--- config.mk ---
export PLATFORM = sky130hd
export DESIGN_NAME = spi_slave_rx_tx
export DESIGN_NICKNAME = d
export VERILOG_FILES = /design/src/rtl/spi_pkg.sv /design/src/rtl/spi_sync_edge.sv /design/src/rtl/spi_slave_rx_tx.sv
export SDC_FILE = /design/constraint.sdc
export NUM_CORES = 1
export LEC_CHECK = 0
export ABC_AREA = 0
export ABC_CLOCK_PERIOD_IN_PS = 1900
export BUFFER_PORTS_ARGS = -buffer_cell sky130_fd_sc_hd__buf_2
export CAP_MARGIN = 40
export CORE_MARGIN = 2
export CORE_UTILIZATION = 59
export CTS_BUF_LIST = sky130_fd_sc_hd__clkbuf_2
export CTS_CLUSTER_DIAMETER = 100
export DETAILED_ROUTE_END_ITERATION = 6
export GPL_TIMING_DRIVEN = 0
export MAX_ROUTING_LAYER = met4
export PLACE_DENSITY_LB_ADDON = 0.12
export SLEW_MARGIN = 30
export SYNTH_ARGS = -nofsm -noshare
export SYNTH_HDL_FRONTEND = slang
export SYNTH_HIERARCHICAL = 1
export SYNTH_SLANG_ARGS = --single-unit
--- constraint.sdc ---
create_clock -name clk -period 1.9 [get_ports clk]
set_input_delay 0.285 -clock clk [delete_from_list [all_inputs] [get_ports clk]]
set_output_delay 0.285 -clock clk [all_outputs]
set_load 0.02 [all_outputs]
--- src/rtl/spi_pkg.sv ---
// Shared types and constants for the SPI responder.
// Holds the data width, state encoding and underrun fill byte.
package spi_pkg;

    localparam int SPI_DW = 8;
    localparam int SPI_CW = $clog2(SPI_DW);

    localparam logic [SPI_DW-1:0] DEFAULT_TX_C = 8'hFF;

    typedef enum logic [1:0] {
        IDLE  = 2'd0,
        SEL   = 2'd1,
        SHIFT = 2'd2
    } spi_state_t;

endpackage

--- src/rtl/spi_sync_edge.sv ---
// Multi-flop synchroniser for an asynchronous pin.
// Emits one-cycle rise and fall strobes in the clk domain.
module spi_sync_edge #(
    parameter int   STAGES = 2,
    parameter logic INIT   = 1'b0
) (
    input  logic clk,
    input  logic rst,
    input  logic din,
    output logic rise,
    output logic fall
);

    logic [STAGES-1:0] sync;
    logic              dly;

    // Shift the pin through the synchroniser and keep one extra history flop
    always_ff @(posedge clk) begin
        if (rst) begin
            sync <= {STAGES{INIT}};
            dly  <= INIT;
        end else begin
            sync <= {sync[STAGES-2:0], din};
            dly  <= sync[STAGES-1];
        end
    end

    assign rise = sync[STAGES-1] & ~dly;
    assign fall = ~sync[STAGES-1] & dly;

endmodule

--- src/rtl/spi_slave_rx_tx.sv ---
// SPI mode-0 responder, MSB first, oversampled in the clk domain.
// Optional status flags are built when SPI_SLAVE_STATUS_EN is defined.
module spi_slave_rx_tx
    import spi_pkg::*;
#(
    parameter int                SYNC_STAGES = 2,
    parameter logic [SPI_DW-1:0] DEFAULT_TX  = DEFAULT_TX_C
) (
    input  logic              clk,
    input  logic              rst,
`ifdef SPI_SLAVE_STATUS_EN
    input  logic              rxack,
    input  logic              clr_err,
    output logic              rxfull,
    output logic              rx_overrun,
    output logic              tx_underrun,
`endif
    input  logic              sclk,
    input  logic              ssn,
    input  logic              mosi,
    output logic              miso,
    output logic              miso_oe,
    input  logic [SPI_DW-1:0] txdin,
    input  logic              txload,
    output logic              txrdy,
    output logic [SPI_DW-1:0] rxdout,
    output logic              rxvalid,
    output logic              busy
);

    logic sclk_rise, sclk_fall;
    logic ssn_rise, ssn_fall;
    logic [SYNC_STAGES-1:0] mosi_sync;
    logic mosi_s;

    spi_state_t        state;
    logic [SPI_CW-1:0] bit_cnt;
    logic [SPI_DW-1:0] shift_in;
    logic [SPI_DW-1:0] shift_out;
    logic [SPI_DW-1:0] hold;
    logic              reload;
    logic              rx_done;

    logic              load_evt;
    logic [SPI_DW-1:0] load_val;
    logic              hold_wr;

    spi_sync_edge #(.STAGES(SYNC_STAGES), .INIT(1'b0)) u_sclk (
        .clk (clk),
        .rst (rst),
        .din (sclk),
        .rise(sclk_rise),
        .fall(sclk_fall)
    );

    spi_sync_edge #(.STAGES(SYNC_STAGES), .INIT(1'b1)) u_ssn (
        .clk (clk),
        .rst (rst),
        .din (ssn),
        .rise(ssn_rise),
        .fall(ssn_fall)
    );

    // MOSI only needs its level, so it gets a plain synchroniser
    always_ff @(posedge clk) begin
        if (rst) mosi_sync <= '1;
        else     mosi_sync <= {mosi_sync[SYNC_STAGES-2:0], mosi};
    end

    assign mosi_s = mosi_sync[SYNC_STAGES-1];

    // Holding-to-shift transfer happens at select and after each finished byte
    always_comb begin
        load_evt = 1'b0;
        if (!ssn_rise) begin
            if (state == IDLE && ssn_fall)
                load_evt = 1'b1;
            if (state == SEL && sclk_fall && reload)
                load_evt = 1'b1;
        end
        load_val = txrdy ? DEFAULT_TX : hold;
        hold_wr  = txload && (txrdy || load_evt);
    end

    // Transfer state machine with registered pin and byte outputs
    always_ff @(posedge clk) begin
        if (rst) begin
            state     <= IDLE;
            bit_cnt   <= '0;
            shift_in  <= '0;
            shift_out <= '0;
            hold      <= '0;
            reload    <= 1'b0;
            rx_done   <= 1'b0;
            txrdy     <= 1'b1;
            rxdout    <= '0;
            rxvalid   <= 1'b0;
            busy      <= 1'b0;
            miso      <= 1'b1;
            miso_oe   <= 1'b0;
        end else begin
            rx_done <= 1'b0;
            rxvalid <= rx_done;
            if (hold_wr) begin
                hold  <= txdin;
                txrdy <= 1'b0;
            end else if (load_evt && !txrdy) begin
                txrdy <= 1'b1;
            end
            if (ssn_rise) begin
                state    <= IDLE;
                bit_cnt  <= '0;
                shift_in <= '0;
                reload   <= 1'b0;
                busy     <= 1'b0;
                miso     <= 1'b1;
                miso_oe  <= 1'b0;
            end else begin
                case (state)
                    IDLE: begin
                        if (ssn_fall) begin
                            state     <= SEL;
                            miso_oe   <= 1'b1;
                            shift_out <= load_val;
                            miso      <= load_val[SPI_DW-1];
                        end
                    end
                    SEL, SHIFT: begin
                        if (sclk_rise) begin
                            shift_in <= {shift_in[SPI_DW-2:0], mosi_s};
                            bit_cnt  <= bit_cnt + 1'b1;
                            if (bit_cnt == SPI_CW'(SPI_DW - 1)) begin
                                rxdout  <= {shift_in[SPI_DW-2:0], mosi_s};
                                rx_done <= 1'b1;
                                state   <= SEL;
                                busy    <= 1'b0;
                                reload  <= 1'b1;
                            end else begin
                                state <= SHIFT;
                                busy  <= 1'b1;
                            end
                        end else if (sclk_fall) begin
                            if (state == SHIFT) begin
                                shift_out <= {shift_out[SPI_DW-2:0], 1'b0};
                                miso      <= shift_out[SPI_DW-2];
                            end else if (reload) begin
                                shift_out <= load_val;
                                miso      <= load_val[SPI_DW-1];
                                reload    <= 1'b0;
                            end
                        end
                    end
                    default: state <= IDLE;
                endcase
            end
        end
    end

`ifdef SPI_SLAVE_STATUS_EN
    // Receive-full and sticky error flags; a new byte beats a same-cycle ack
    always_ff @(posedge clk) begin
        if (rst) begin
            rxfull      <= 1'b0;
            rx_overrun  <= 1'b0;
            tx_underrun <= 1'b0;
        end else begin
            if (rx_done)    rxfull <= 1'b1;
            else if (rxack) rxfull <= 1'b0;
            if (clr_err) begin
                rx_overrun  <= 1'b0;
                tx_underrun <= 1'b0;
            end
            if (rx_done && rxfull)  rx_overrun  <= 1'b1;
            if (load_evt && txrdy)  tx_underrun <= 1'b1;
        end
    end
`endif

endmodule

==> results of run 1 <==
state kept, by name, indices dropped and copies added, names as in the netlist:
register / count
hold: 8
rxdout: 8
shift_in: 7
shift_out: 7
bit_cnt: 3
mosi_sync: 2
state: 2
u_sclk/sync: 2
u_ssn/sync: 2
busy: 1
miso: 1
miso_oe: 1
reload: 1
rx_done: 1
rxvalid: 1
txrdy: 1
u_sclk/dly: 1
u_ssn/dly: 1
cell families (layout without fill, tap and decap cells):
family                   after synthesis  in the layout
AO/OA/AOI/OAI                         60             60
XOR/XNOR                               1              1
adder cells (fa/ha/maj)                6              6
buffers and inverters                 17             56
flip-flops                            50             50
multiplexers                           9              9
AND/OR/NAND/NOR                       88             88
critical path, delay by kind of cell (launching register included):
family | cells | cell delay [ps]
and+or+nand+nor | 2 | 410
adders and majority gates | 1 | 180
buffers and inverters | 2 | 280
AOI/OAI and AO/OA | 2 | 450
DFF | 1 | 390
per-layer routing:
layer  up-vias  routed length (µm)  GRT usage [%]
li1        861                   -              -
met1       763                1973          31.33
met2        38                1752          34.68
met3         5                 186          4.505
met4         0                  59          10.00
met5         -                   0              -
how the worst max path moves through the flow:
stage / startpoint / endpoint / slack, ps / cells past startpoint
floorplan: state[0]$_SDFFE_PP0P_ / shift_out[0]$_SDFFE_PP0P_ / 280 / 7
global placement: state[0]$_SDFFE_PP0P_ / rxdout[4]$_SDFFE_PP0P_ / -40 / 7
detailed placement: state[0]$_SDFFE_PP0P_ / rxdout[3]$_SDFFE_PP0P_ / -60 / 7
global route: state[0]$_SDFFE_PP0P_ / shift_out[5]$_SDFFE_PP0P_ / 60 / 7
CTS: state[1]$_SDFFE_PP0P_ / shift_out[0]$_SDFFE_PP0P_ / 7 / 7
finish: state[0]$_SDFFE_PP0P_ / shift_out[5]$_SDFFE_PP0P_ / 160 / 7
per-stage QoR:
stage	util (%)	hold slack (ps)	total power [W]	cells
2_1_floorplan	-	356.6	0.001349	231
3_3_place_gp	67.01	401.6	0.001418	303
3_5_place_dp	67.01	394.1	0.001422	303
4_1_cts	69.46	8.195	0.001901	313
5_1_grt	71.50	28.28	0.002019	316
6_report	71.50	25.73	0.001918	316
final cells by class:
cell class / count / area share (%)
Clock inverter: 3 / 1.216
Sequential cell: 50 / 42.39
Buffer: 12 / 2.801
Multi-Input combinational cell: 164 / 41.81
Inverter: 5 / 0.7928
Timing Repair Buffer: 31 / 7.505
Tap cell: 46 / 2.431
Clock buffer: 5 / 1.057
synth_stat cells:
master and n:
o31ai_1 1, nor3_2 1, ha_1 6, clkbuf_2 1
o21a_1 1, or4_1 1, nor2_1 19, nor3_1 1
a31oi_1 1, or3_1 5, a21oi_1 28, dfxtp_1 50
o21bai_1 1, and2_1 1, o21ai_0 16, o41ai_1 1
o31a_1 1, clkbuf_1 7, nor2b_1 9, and2b_1 1
a211o_1 5, a311oi_1 1, mux2i_1 9, or2_1 3
xnor2_1 1, o221ai_4 1, buf_2 3, nand2b_2 1
nand3_1 1, nand2_2 1, nand2b_1 1, a21o_1 2
nand2_1 39, and3_1 1, buf_6 1, or2_2 3
inv_1 5, a22oi_1 1
repair_timing:
action / CTS / global route
hold buffers: 2 / 2
hold endpoints to repair: 2 / 2
setup buffers: 0 / 1
pin swaps: 0 / 1
endpoints found under the setup margin: 9 / 35
resized for setup: 2 / 14
gates cloned: 0 / 0
where the power goes:
part / leakage [nW] / internal [W] / switching [W]
Clock: 0.0355 / 0.000109 / 0.000369
Combinational: 0.547 / 0.000139 / 0.000172
Sequential: 0.408 / 0.00111 / 0.0000251
Total: 0.990 / 0.00135 / 0.000566
==> impl_metrics.json, run 1 <==
{
  "antenna_cells_inserted": 0,
  "synth_fa_ha_area_share_pct": 3.697,
  "fillers": 283,
  "slew_headroom_pct": 69.06,
  "viasPerCell": 5.275,
  "root_buffer": "clkbuf_2",
  "fp.dieH_um": 62.67,
  "initial_core_util_pct": 61.34,
  "vias": 1667,
  "clock_latency_ps": 460,
  "finalHoldViolations": 0,
  "cp-end-kind": "flop",
  "clkTransAtPathRegs_ps": 250,
  "power_density_mw_per_mm2": 810.4,
  "min_from": "sclk",
  "fin_crit_sh_pct": 91.66,
  "place_hpwl_mm": 2.821,
  "io_buffers": 26,
  "area_growth_pct": 16.57,
  "globalplace.congestion": 0.9068,
  "cts_tree": "done",
  "worstReg2RegEnd": "shift_out[5]$_SDFFE_PP0P_",
  "avgSynthCellArea_um2": 8.791,
  "regArea_mm2": 0.001003,
  "place_ws_ps": -62.70,
  "clk_path_buf_depth": 2,
  "synth_warnings": 6,
  "rsz0062_at_grt": "no",
  "grt_first_pass_wirelength_mm": 7.065,
  "drive_above_1_share_pct": 20.74,
  "final-setup-viol-count": 0,
  "ys_ff_latch": 50,
  "h-tree-depth": 2,
  "synth-simple-area-share_pct": 20.27,
  "cp-start-kind": "flop",
  "cap_viol_max_count": 0,
  "wirelength_mm": 3.971,
  "critical_path.max_stage_delay_ps": 390,
  "multi_input_area_um2": 989.7,
  "final_cell_mix": "48 x dfxtp_1, 38 x nand2_1, 28 x buf_2, 28 x a21oi_1, 19 x nor2_1",
  "num_rows": 21,
  "synth-compound-area-share_pct": 18.11,
  "synth.top_cell.area_share_pct": 49.29,
  "layout_setup_ws_ps": 158.4,
  "final_common_cell": "dfxtp_1",
  "post_dp_cell_area_mm2": 0.002218,
  "fmax_ghz": 0.5742,
  "ys_types": 38,
  "nNetsFinal": 289,
  "worst_pin_slew_ps": 464.1,
  "synth-seq-area-share_pct": 49.29,
  "cts_buffers": 5,
  "synth_mux_area_share_pct": 4.436,
  "synth_top_family_by_area": "simple AND/OR/NAND/NOR gates",
  "final_cell_area_mm2": 0.002367,
  "path_class": "reg -> reg",
  "die_x_um": 62.67,
  "synth_xor_xnor_area_share_pct": 0.4313,
  "first_global_vias": 1597,
  "syn_nets": 251,
  "whs_endpoint": "u_sclk/sync[0]$_SDFF_PP0_",
  "yosysTopAreaCell": "dfxtp_1",
  "worstPathArrival_ps": 2140,
  "hold_class": "in -> reg",
  "cts.sinks": 50,
  "drt_first_pass_iters": 4,
  "finalSetupTns_ps": 0,
  "timing.critical_path.slowest_stage_cell": "dfxtp_2",
  "min_period_ps": 1742,
  "status": "complete, no violations",
  "ff2ff_path_depth": 7,
  "gr-total-overflow": 0,
  "grt_max_degree": 19,
  "drtIter0Drc": 83,
  "whs_path_depth": 2,
  "ant_nets": 0,
  "fp.dieArea_mm2": 0.003927,
  "drc": 0,
  "critPathMaxFanout": 10,
  "grt_usage_pct": 23.38,
  "drv_slew": 0,
  "core_area_mm2": 0.003311,
  "r2r-start": "state[0]$_SDFFE_PP0P_",
  "synthesis.area_mm2": 0.002031,
  "ios": 27,
  "finalClockSkew_ps": 24.43,
  "antenna_found_initial": 0,
  "ys_top_cells_by_area": "dfxtp_1 49%, nand2_1 7.2%, a21oi_1 6.9%",
  "ir_worst_vdd_uv": 642.3,
  "cp_data_required_time_ps": 2300,
  "routedWlPerCell_um": 12.57,
  "r2r_slack_ps": 160,
  "crit_chain": "inv_1 > ha_1 > nor2_1 > o31a_1 > buf_6 > or3_1 > a21oi_1",
  "syn_inst": 231,
  "power.leakage_nw": 0.9903
}
Note: power is estimated with default switching activity, not from simulation.
==> run 2: changes to the inputs <==
Settings changed: CORE_UTILIZATION 59 to 56, CTS_BUF_LIST sky130_fd_sc_hd__clkbuf_2 to unset.
==> run 2 against run 1 <==
Effect of this change:
- via count rose by 1.1%
- largest power group unchanged
- sequential share of layout area rose by 0.059 points
- largest cell class unchanged
- total power rose by 5.3%
- sequential power barely moved
==> impl_metrics.json, run 2 (synthesis results as in run 1) <==
{
  "ant_nets": 0,
  "final-setup-viol-count": 0,
  "wirelength_mm": 3.996,
  "drive_above_1_share_pct": 20.97,
  "layout_setup_ws_ps": 140.7,
  "viasPerCell": 5.387,
  "clock_latency_ps": 360,
  "cp_data_required_time_ps": 2190,
  "h-tree-depth": 2,
  "slew_headroom_pct": 69.54,
  "crit_chain": "inv_1 > ha_1 > nor2_1 > o31a_1 > buf_6 > or3_1 > a21oi_1",
  "place_ws_ps": -98.28,
  "drv_slew": 0,
  "worst_pin_slew_ps": 456.9,
  "r2r_slack_ps": 140,
  "clkTransAtPathRegs_ps": 140,
  "initial_core_util_pct": 59.45,
  "num_rows": 21,
  "place_hpwl_mm": 2.807,
  "root_buffer": "clkbuf_4",
  "cp-end-kind": "flop",
  "antenna_found_initial": 0,
  "fp.dieH_um": 64.22,
  "fmax_ghz": 0.5684,
  "drc": 0,
  "antenna_cells_inserted": 0,
  "min_period_ps": 1759,
  "fp.dieArea_mm2": 0.004124,
  "cp-start-kind": "flop",
  "cap_viol_max_count": 0,
  "power.leakage_nw": 0.9925,
  "routedWlPerCell_um": 12.77,
  "rsz0062_at_grt": "no",
  "ir_worst_vdd_uv": 836.1,
  "grt_max_degree": 16,
  "ios": 27,
  "final_common_cell": "dfxtp_1",
  "globalplace.congestion": 0.9137,
  "critical_path.max_stage_delay_ps": 370,
  "worstPathArrival_ps": 2050,
  "status": "complete, no violations",
  "vias": 1686,
  "grt_first_pass_wirelength_mm": 6.948,
  "power_density_mw_per_mm2": 855.7,
  "path_class": "reg -> reg",
  "first_global_vias": 1543,
  "io_buffers": 26,
  "drtIter0Drc": 102,
  "drt_first_pass_iters": 4,
  "finalHoldViolations": 0,
  "finalClockSkew_ps": 8.452,
  "finalSetupTns_ps": 0,
  "area_growth_pct": 16.27,
  "final_cell_mix": "49 x dfxtp_1, 38 x nand2_1, 28 x buf_2, 28 x a21oi_1, 19 x nor2_1",
  "fin_crit_sh_pct": 92.60,
  "cts_buffers": 5,
  "clk_path_buf_depth": 2,
  "critPathMaxFanout": 10,
  "gr-total-overflow": 0,
  "nNetsFinal": 286,
  "grt_usage_pct": 21.43,
  "timing.critical_path.slowest_stage_cell": "dfxtp_2",
  "cts_tree": "done",
  "core_area_mm2": 0.003416,
  "hold_class": "in -> reg",
  "cts.sinks": 50,
  "top_regs": "hold x8, rxdout x8",
  "die_x_um": 64.22
}
run 2: where the power goes:
group / leakage (nW) / switching [W] / internal [W]
registers: 0.408 / 0.0000267 / 0.00110
clock network: 0.0450 / 0.000319 / 0.000273
logic: 0.540 / 0.000171 / 0.000129
run 2: per-stage QoR:
stage | hold WS (ps) | total power [W] | cells | utilization, % | cell area (µm²)
detailed placement | 392.0 | 0.001423 | 303 | 64.95 | 2218
floorplan | 356.6 | 0.001349 | 231 | - | 2031
finish | 103.5 | 0.002020 | 313 | 69.12 | 2361
CTS | 98.02 | 0.002012 | 313 | 67.91 | 2320
global placement | 400.8 | 0.001420 | 303 | 64.95 | 2218
global route | 94.15 | 0.002114 | 313 | 69.12 | 2361
run 2: what timing repair did:
action | in CTS | in global routing
pin swaps | 0 | 1
buffers inserted | 2 | 1
resized for setup | 2 | 14
hold buffers | 0 | 0
setup endpoints to repair | 9 | 31
run 2: layout make-up:
cell class	count	area, µm²
tap	46	57.56
buffer	11	65.06
sequential	50	1002
multi-input combinational	164	987.2
clock buffer	5	37.54
inverter	5	18.77
clock inverter	3	40.04
fill	290	1055
timing repair buffer	29	152.6
run 2: worst max-delay path: cells and delay by family, from the launching register on:
kind            cells  cell delay (ps)
compound gates      2              450
simple gates        2              400
flops               1              370
buf+inv             2              300
fa+ha+maj           1              180
run 2: per-layer routing:
metal	wire, µm	global-route usage (%)	vias up
met5	0	-	-
met4	51	6.649	0
met3	152	4.754	8
met2	1830	32.29	42
met1	1963	28.87	782
li1	-	-	854
run 2: path summary, 6_finish.rpt:
| path | cells after the start | end | startpoint |
|---|---|---|---|
| worst max-delay path | 7 | shift_out[5]$_SDFFE_PP0P_ | state[0]$_SDFFE_PP0P_ |
| worst min-delay path | 2 | mosi_sync[0]$_SDFF_PP1_ | mosi |
| worst max register to register | 7 | shift_out[5]$_SDFFE_PP0P_ | state[0]$_SDFFE_PP0P_ |
| worst min register to register | 1 | u_ssn/sync[1]$_SDFF_PP1_ | u_ssn/sync[0]$_SDFF_PP1_ |
==> run 3: changes to the inputs <==
Settings changed: REMOVE_ABC_BUFFERS set to 1.
==> run 3 against run 2 <==
Effect of this change:
- total power is 7.2% lower
- sequential power hardly changed
- core utilization is 2.9 points lower
- die area stayed put
- first-iteration DRC count is 26% higher
- sequential share of layout area is 1.8 points higher
- cell count is 3.8% lower
- worst setup slack worse by 89 ps
- largest cell class unchanged
- highest routed layer unchanged
==> impl_metrics.json, run 3 (synthesis results as in run 1) <==
{
  "num_rows": 21,
  "cts.sinks": 50,
  "finalHoldViolations": 0,
  "cp_data_required_time_ps": 2210,
  "hold_class": "in -> reg",
  "area_growth_pct": 11.40,
  "globalplace.congestion": 0.7377,
  "grt_usage_pct": 19.68,
  "final_cell_area_mm2": 0.002262,
  "ant_nets": 0,
  "rsz0062_at_grt": "yes",
  "ios": 27,
  "layout_setup_ws_ps": 52.06,
  "cts_tree": "done",
  "core_area_mm2": 0.003416,
  "h-tree-depth": 2,
  "drc": 0,
  "power_density_mw_per_mm2": 828.6,
  "ir_worst_vdd_uv": 504.5,
  "drtIter0Drc": 129,
  "final_cell_mix": "50 x dfxtp_1, 39 x nand2_1, 28 x a21oi_1",
  "grt_first_pass_wirelength_mm": 6.285,
  "final-setup-viol-count": 0,
  "cap_viol_max_count": 0,
  "antenna_cells_inserted": 0,
  "vias": 1603,
  "fmax_ghz": 0.5411,
  "worstPathArrival_ps": 2160,
  "cts_buffers": 5,
  "finalSetupTns_ps": 0,
  "initial_core_util_pct": 59.45,
  "fp.dieH_um": 64.22,
  "clk_path_buf_depth": 2,
  "clkTransAtPathRegs_ps": 130,
  "wirelength_mm": 3.595,
  "holdWs_ps": 84.98,
  "cp-end-kind": "flop",
  "routedWlPerCell_um": 11.94,
  "drive_above_1_share_pct": 19.22,
  "fp.dieArea_mm2": 0.004124,
  "drv_slew": 0,
  "power.leakage_nw": 0.9220,
  "clock_latency_ps": 370,
  "slew_headroom_pct": 58.20,
  "fin_crit_sh_pct": 97.26,
  "viasPerCell": 5.326,
  "cp-start-kind": "flop",
  "io_buffers": 26,
  "worst_pin_slew_ps": 627.1,
  "place_ws_ps": -375.8,
  "finalClockSkew_ps": 11.77,
  "place_hpwl_mm": 2.359,
  "top_regs": "hold x8, rxdout x8",
  "antenna_found_initial": 0,
  "first_global_vias": 1483,
  "post_dp_cell_area_mm2": 0.002161,
  "cts_hold_buf": 0,
  "dp_cells": 291,
  "status": "complete, no violations",
  "min_period_ps": 1848,
  "path_class": "reg -> reg",
  "root_buffer": "clkbuf_4",
  "final_common_cell": "dfxtp_1",
  "critPathMaxFanout": 15,
  "grt_max_degree": 38,
  "die_x_um": 64.22,
  "nNetsFinal": 274,
  "final_cells": 301,
  "drt_first_pass_iters": 4,
  "gr-total-overflow": 0
}
## run 3: path summary, 6_finish.rpt
kind | startpoint | endpoint | slack (ps) | cells past startpoint
worst max register to register | state[0]$_SDFFE_PP0P_ | shift_out[0]$_SDFFE_PP0P_ | 50 | 6
worst min-delay path | mosi | mosi_sync[0]$_SDFF_PP1_ | 80 | 2
worst max-delay path | state[0]$_SDFFE_PP0P_ | shift_out[0]$_SDFFE_PP0P_ | 50 | 6
worst min register to register | mosi_sync[0]$_SDFF_PP1_ | mosi_sync[1]$_SDFF_PP1_ | 430 | 1
## run 3: report_power, final
| part | leakage, nW | internal, W | switching [W] |
|---|---|---|---|
| Clock | 0.0343 | 0.000178 | 0.000317 |
| Combinational | 0.480 | 0.000103 | 0.000147 |
| Sequential | 0.407 | 0.00110 | 0.0000302 |
| Total | 0.922 | 0.00138 | 0.000493 |
## run 3: stage by stage
stage               total power [W]  util [%]
floorplan                  0.001324         -
global placement           0.001391     63.26
detailed placement         0.001396     63.26
CTS                        0.001894     65.46
global route               0.001974     66.23
finish                     0.001874     66.23
## run 3: cell type report
| cell class | count | area [µm²] |
|---|---|---|
| clock inverter | 2 | 12.51 |
| inverter | 5 | 18.77 |
| timing repair buffer | 28 | 145.1 |
| tap | 46 | 57.56 |
| clock buffer | 6 | 51.30 |
| fill | 304 | 1154 |
| multi-input combinational | 164 | 975.9 |
| sequential | 50 | 1001 |
## run 3: what timing repair did
action                                  in CTS  in global routing
hold endpoints to repair                     0                  0
endpoints found under the setup margin      13                 17
buffers inserted                             0                  2
gates resized for setup                      4                  4
gates cloned                                 0                  0
pin swaps                                    0                  1
## run 3: worst max-delay path: stages, from the launching register on
cell	delay (ps)
dfxtp_1	360
inv_1	100
ha_2	300
nor2_1	60
o31a_2	380
or4_1	520
nand2_1	70
## run 3: layer usage
metal | up-vias | track usage, % | part of all wire, %
met2 | 35 | 30.08 | 42
met4 | 0 | 7.979 | 1.6
met3 | 7 | 4.225 | 4.8
li1 | 832 | - | -
met5 | - | - | 0
met1 | 729 | 25.44 | 52
